`config.mk`:
```
export PLATFORM = sky130hd
export DESIGN_NAME = ram_sp_256x32_arb
export DESIGN_NICKNAME = d
export VERILOG_FILES = /design/src/rtl/ram_sp_256x32_arb.sv
export SDC_FILE = /design/constraint.sdc
export NUM_CORES = 1
export LEC_CHECK = 0
export CAP_MARGIN = 5
export CORE_MARGIN = 2
export CORE_UTILIZATION = 19
export DETAILED_ROUTE_END_ITERATION = 6
export HOLD_SLACK_MARGIN = 0.05
export PLACE_DENSITY = 0.89
export SLEW_MARGIN = 0
export SYNTH_ARGS = -nofsm -noshare
export SYNTH_HDL_FRONTEND = slang
export SYNTH_SLANG_ARGS = --single-unit
```
`constraint.sdc`:
```
create_clock -name clk -period 1.7 [get_ports clk]
set_input_delay 0.425 -clock clk [delete_from_list [all_inputs] [get_ports clk]]
set_output_delay 0.425 -clock clk [all_outputs]
set_load 0.005 [all_outputs]
```
`src/rtl/ram_sp_256x32_arb.sv`:
```
//------------------------------------------------------------------------------
// Module      : ram_sp_256x32_arb
// Description : Round-robin two-client arbiter and sequencer in front of one
//               256x32 single-port synchronous SRAM (1-cycle read latency).
//               Read data is returned to the client that issued the read.
//               Optional feature macro RAM_ARB_INIT_EN: zero-fill the whole
//               array after reset before any client is served.
// Revision    : 1.0 - initial release
//------------------------------------------------------------------------------
`default_nettype none

module ram_sp_256x32_arb (
  input  logic        clk,
  input  logic        rst,
  input  logic        c0_req_i,
  input  logic        c0_we_i,
  input  logic [7:0]  c0_adr_i,
  input  logic [31:0] c0_dat_i,
  output logic        c0_gnt_o,
  output logic        c0_vld_o,
  input  logic        c1_req_i,
  input  logic        c1_we_i,
  input  logic [7:0]  c1_adr_i,
  input  logic [31:0] c1_dat_i,
  output logic        c1_gnt_o,
  output logic        c1_vld_o,
  output logic [31:0] rd_dat_o,
  output logic        init_done_o,
  output logic [7:0]  ram_adr_o,
  output logic        ram_wr_ena_o,
  output logic [31:0] ram_wr_dat_o,
  output logic        ram_rd_ena_o,
  input  logic [31:0] ram_rd_dat_i
);

  logic w_run;       // arbiter may grant this cycle (ignoring rst)
  logic w_init_wr;   // zero-fill write active this cycle
  logic [7:0] w_init_adr;

`ifdef RAM_ARB_INIT_EN
  localparam logic [0:0] ST_INIT = 1'b0;
  localparam logic [0:0] ST_RUN  = 1'b1;

  logic [0:0] state_q, state_d;
  logic [7:0] cnt_q, cnt_d;

  // Walk the counter through every address once, then hand over to RUN
  always_comb begin
    state_d = state_q;
    cnt_d   = cnt_q;
    if (state_q == ST_INIT) begin
      cnt_d = cnt_q + 8'd1;
      if (cnt_q == 8'hFF) begin
        state_d = ST_RUN;
      end
    end
  end

  // Sequencer state registers
  always_ff @(posedge clk) begin
    if (rst) begin
      state_q <= ST_INIT;
      cnt_q   <= 8'd0;
    end else begin
      state_q <= state_d;
      cnt_q   <= cnt_d;
    end
  end

  assign w_run       = (state_q == ST_RUN);
  assign w_init_wr   = (state_q == ST_INIT) && !rst;
  assign w_init_adr  = cnt_q;
  assign init_done_o = w_run;
`else
  assign w_run       = 1'b1;
  assign w_init_wr   = 1'b0;
  assign w_init_adr  = 8'd0;
  assign init_done_o = 1'b1;
`endif

  logic lst_q, lst_d;          // last granted client (1 = client 1)
  logic tag_vld_q, tag_vld_d;  // a read was granted last cycle
  logic tag_own_q, tag_own_d;  // owner of that read
  logic w_gnt0, w_gnt1, w_any, w_we;

  // Round-robin grant; on a tie the client that did not win last time wins.
  // No grants while rst is high so the reset cycle never issues an access.
  always_comb begin
    w_gnt0 = w_run && !rst && c0_req_i && (!c1_req_i || lst_q);
    w_gnt1 = w_run && !rst && c1_req_i && (!c0_req_i || !lst_q);
    w_any  = w_gnt0 || w_gnt1;
    w_we   = w_gnt1 ? c1_we_i : c0_we_i;
    lst_d  = w_gnt1 ? 1'b1 : (w_gnt0 ? 1'b0 : lst_q);
    tag_vld_d = w_any && !w_we;
    tag_own_d = w_gnt1;
  end

  // Pointer and read-return tag registers
  always_ff @(posedge clk) begin
    if (rst) begin
      lst_q     <= 1'b1;
      tag_vld_q <= 1'b0;
      tag_own_q <= 1'b0;
    end else begin
      lst_q     <= lst_d;
      tag_vld_q <= tag_vld_d;
      tag_own_q <= tag_own_d;
    end
  end

  // SRAM command mux: zero-fill writes take priority, otherwise the granted
  // client drives the bus; with no grant client 0 inputs keep it stable.
  always_comb begin
    ram_adr_o    = w_gnt1 ? c1_adr_i : c0_adr_i;
    ram_wr_dat_o = w_gnt1 ? c1_dat_i : c0_dat_i;
    ram_wr_ena_o = w_any && w_we;
    ram_rd_ena_o = w_any && !w_we;
    if (w_init_wr) begin
      ram_adr_o    = w_init_adr;
      ram_wr_dat_o = 32'd0;
      ram_wr_ena_o = 1'b1;
      ram_rd_ena_o = 1'b0;
    end
  end

  assign c0_gnt_o = w_gnt0;
  assign c1_gnt_o = w_gnt1;
  assign c0_vld_o = tag_vld_q && !tag_own_q;
  assign c1_vld_o = tag_vld_q && tag_own_q;
  assign rd_dat_o = ram_rd_dat_i;

endmodule

`default_nettype wire

```
==> flow_metrics.env <==
export IMPL_areaGrowthSynthToFinish_pct=134.1
export IMPL_antennaDiodeCount=0
export IMPL_ff2ff_path_depth=5
export IMPL_fin_crit_sh_pct=125.8
export IMPL_track_usage_pct=11.32
export IMPL_ys_types=19
export IMPL_cts_root_buf="clkbuf_8"
export IMPL_rows=27
export IMPL_finalHoldViolations=0
export IMPL_ctsLongestPathBuffers=2
export IMPL_clock_sinks=3
export IMPL_h_tree_depth=1
export IMPL_drive_gt1_share_pct=55.25
export IMPL_yosysWarnings=0
export IMPL_worstPathRequired_ps=1270
export IMPL_drt_iter0_markers=5
export IMPL_whs_endpoint="lst_q"
export IMPL_violations="negative setup slack"
export IMPL_dieArea_um2=6455
export IMPL_drc=0
export IMPL_fin_skew_ps=1.815
export IMPL_critPathLaunchType="input port"
export IMPL_r2r_start="lst_q"
export IMPL_cp_max_fo=5
export IMPL_die_w_um=80.34
export IMPL_final_cell_mix="clkdlybuf4s50_1, buf_6, mux2_4, buf_2, buf_4"
export IMPL_tns_ps=-13670
export IMPL_dp_hpwl_um=3235
export IMPL_crit_path_top_delay_cell="mux2_4"
export IMPL_timing_rr_end="tag_vld_q"
export IMPL_grt_pass1_vias=1121
export IMPL_core_area_um2=5574
export IMPL_crit_path_cell_trace="buf_6 > a21bo_4 > nor2_8 > buf_12 > buf_12 > buf_8 > buf_6 > mux2_4 > buf_6"
export IMPL_yosysSeqAreaShare_pct=5.424
export IMPL_placed_cells=272
export IMPL_avgSynthCellArea_um2=11.30
export IMPL_fin_ws_ps=-438.1
export IMPL_cp_common_cell="buf_6"
export IMPL_final_cells=291
export IMPL_ant_nets=0
export IMPL_hp_start="c1_req_i"
export IMPL_min_path_type="input port to flip-flop"
export IMPL_setup_worst_path_class="input port to output pin"
export IMPL_vias=1132
export IMPL_max_stage_delay_ps=290
export IMPL_drtPass1Iterations=2
export IMPL_power_density_nw_per_um2=366.2
export IMPL_whs_path_depth=3
export IMPL_setup_viol=43
export IMPL_layout_commonest_cell="clkdlybuf4s50_1"
export IMPL_pin_count=197
export IMPL_initial_core_util_pct=19.87
export IMPL_grt_pass1_wl_um=5678
export IMPL_wl_um=4151
export IMPL_arrival_ps=1710
export IMPL_slew_viol_final=0
export IMPL_wl_per_cell_um=14.26
export IMPL_antenna_found_initial=0
export IMPL_finalHoldWorstSlack_ps=444.9
export IMPL_ys_seq_elements=3
export IMPL_r2r_slack_ps=340
export IMPL_ir_drop_mv=0.3110
export IMPL_rsz0062_at_grt="true"
export IMPL_max_cap_violations=0
export IMPL_port_buffers=131
export IMPL_max_freq_mhz=467.7
export IMPL_grt_overflow_total=0
export IMPL_synth_fp_nets=216
export IMPL_cts_tree="done"
export IMPL_vias_per_cell=3.890
export IMPL_clk_pin_slew_ps=30
export IMPL_finalCriticalPeriod_ps=2138
export IMPL_netlist_area_um2=1107
export IMPL_synthCells=98
export IMPL_end_kind="output pin"
export IMPL_cts_buffers=3
export IMPL_status="complete, but fails checks"
export IMPL_gp_congestion=0.7530
export IMPL_num_nets_final=338
export IMPL_clock_latency_ps=220
export IMPL_die_h_um=80.34
export IMPL_leakage_nw=1.165
export IMPL_grt_max_degree=8
==> cell usage after synthesis <==
cell	count	share of area, %
and2_1	1	0.57
conb_1	1	0.34
nand3_1	2	0.90
buf_12	4	7.2
nor2_1	2	0.68
nand2b_1	1	0.57
nand2_1	2	0.68
buf_4	33	22
o31ai_1	2	1.4
mux2_2	1	1.0
dfxtp_1	3	5.4
nor2b_1	1	0.57
mux2_4	39	53
a21oi_1	1	0.45
a21bo_4	1	1.5
o21ai_0	1	0.45
or3_1	1	0.57
nor2_8	1	1.8
or2b_1	1	0.68
==> how the worst max path moves through the flow <==
stage / from / endpoint / slack (ps) / cells after the start
final: c0_req_i / ram_wr_dat_o[6] / -440 / 9
after global routing: lst_q / ram_wr_dat_o[6] / -480 / 8
after CTS: lst_q / ram_wr_dat_o[6] / -480 / 8
after detailed placement: c1_req_i / ram_wr_dat_o[6] / -1060 / 6
after global placement: c1_req_i / ram_wr_dat_o[21] / -1030 / 6
after floorplan: c1_req_i / ram_adr_o[0] / -9 / 4
==> state kept, by name, summed over array words and instances, names as in the netlist <==
signal,count
lst_q,1
tag_own_q,1
tag_vld_q,1
==> critical path: cells and delay by family <==
family / cells / cell delay, ps
buffers and inverters: 6 / 650
multiplexers: 1 / 290
AO/OA/AOI/OAI: 1 / 230
AND/OR/NAND/NOR: 1 / 100
==> routing by layer <==
| layer | part of all wire (%) | track usage, % | wire length [um] |
|---|---|---|---|
| met5 | 0 | 0 | 0 |
| met4 | 1.3 | 4.407 | 53 |
| met3 | 12 | 2.697 | 480 |
| met2 | 54 | 22.08 | 2234 |
| met1 | 33 | 11.37 | 1382 |
==> per-stage QoR <==
step / worst slack (ps) / power (W) / utilization [%] / instance area, um^2
final: -438.1 / 0.0009493 / 46.51 / 2592
after detailed placement: -1064 / 0.0006591 / 40.65 / 2266
after global placement: -1035 / 0.0006488 / 40.65 / 2266
after floorplan: -9.469 / 0.0003415 / - / 1107
after CTS: -479.3 / 0.0009645 / 46.51 / 2592
after global routing: -479.0 / 0.0009954 / 46.51 / 2592
==> cell families (layout without fill, tap and decap cells) <==
| kind of cell | Yosys count | after routing | share of synthesized area, % |
|---|---|---|---|
| AOI/OAI and AO/OA | 5 | 5 | 3.728 |
| buffers and inverters | 37 | 158 | 29.61 |
| DFF | 3 | 3 | 5.424 |
| muxes | 40 | 40 | 53.90 |
| other | 1 | 1 | 0.3387 |
| and+or+nand+nor | 12 | 12 | 7.008 |
==> final cells by class <==
type / count / area [um^2]
fill: 507 / 2982
sequential: 3 / 61.31
timing repair buffer: 154 / 1638
tap: 72 / 90.09
clock buffer: 4 / 45.04
multi-input combinational: 58 / 758.2
==> report_power, final <==
group,internal [W],leakage (nW),switching [W]
combinational,0.000486,1.12,0.000172
sequential,0.0000759,0.0246,0.00000230
clock,0.000160,0.0228,0.0000530
total,0.000722,1.17,0.000227
==> what timing repair did <==
action | CTS | global route
cloned | 2 | 0
gates resized for setup | 253 | 9
pin swaps | 4 | 3
buffers inserted | 14 | 2
setup endpoints to repair | 44 | 44
hold buffers | 0 | 0
Power figures use the tool's default switching activity.
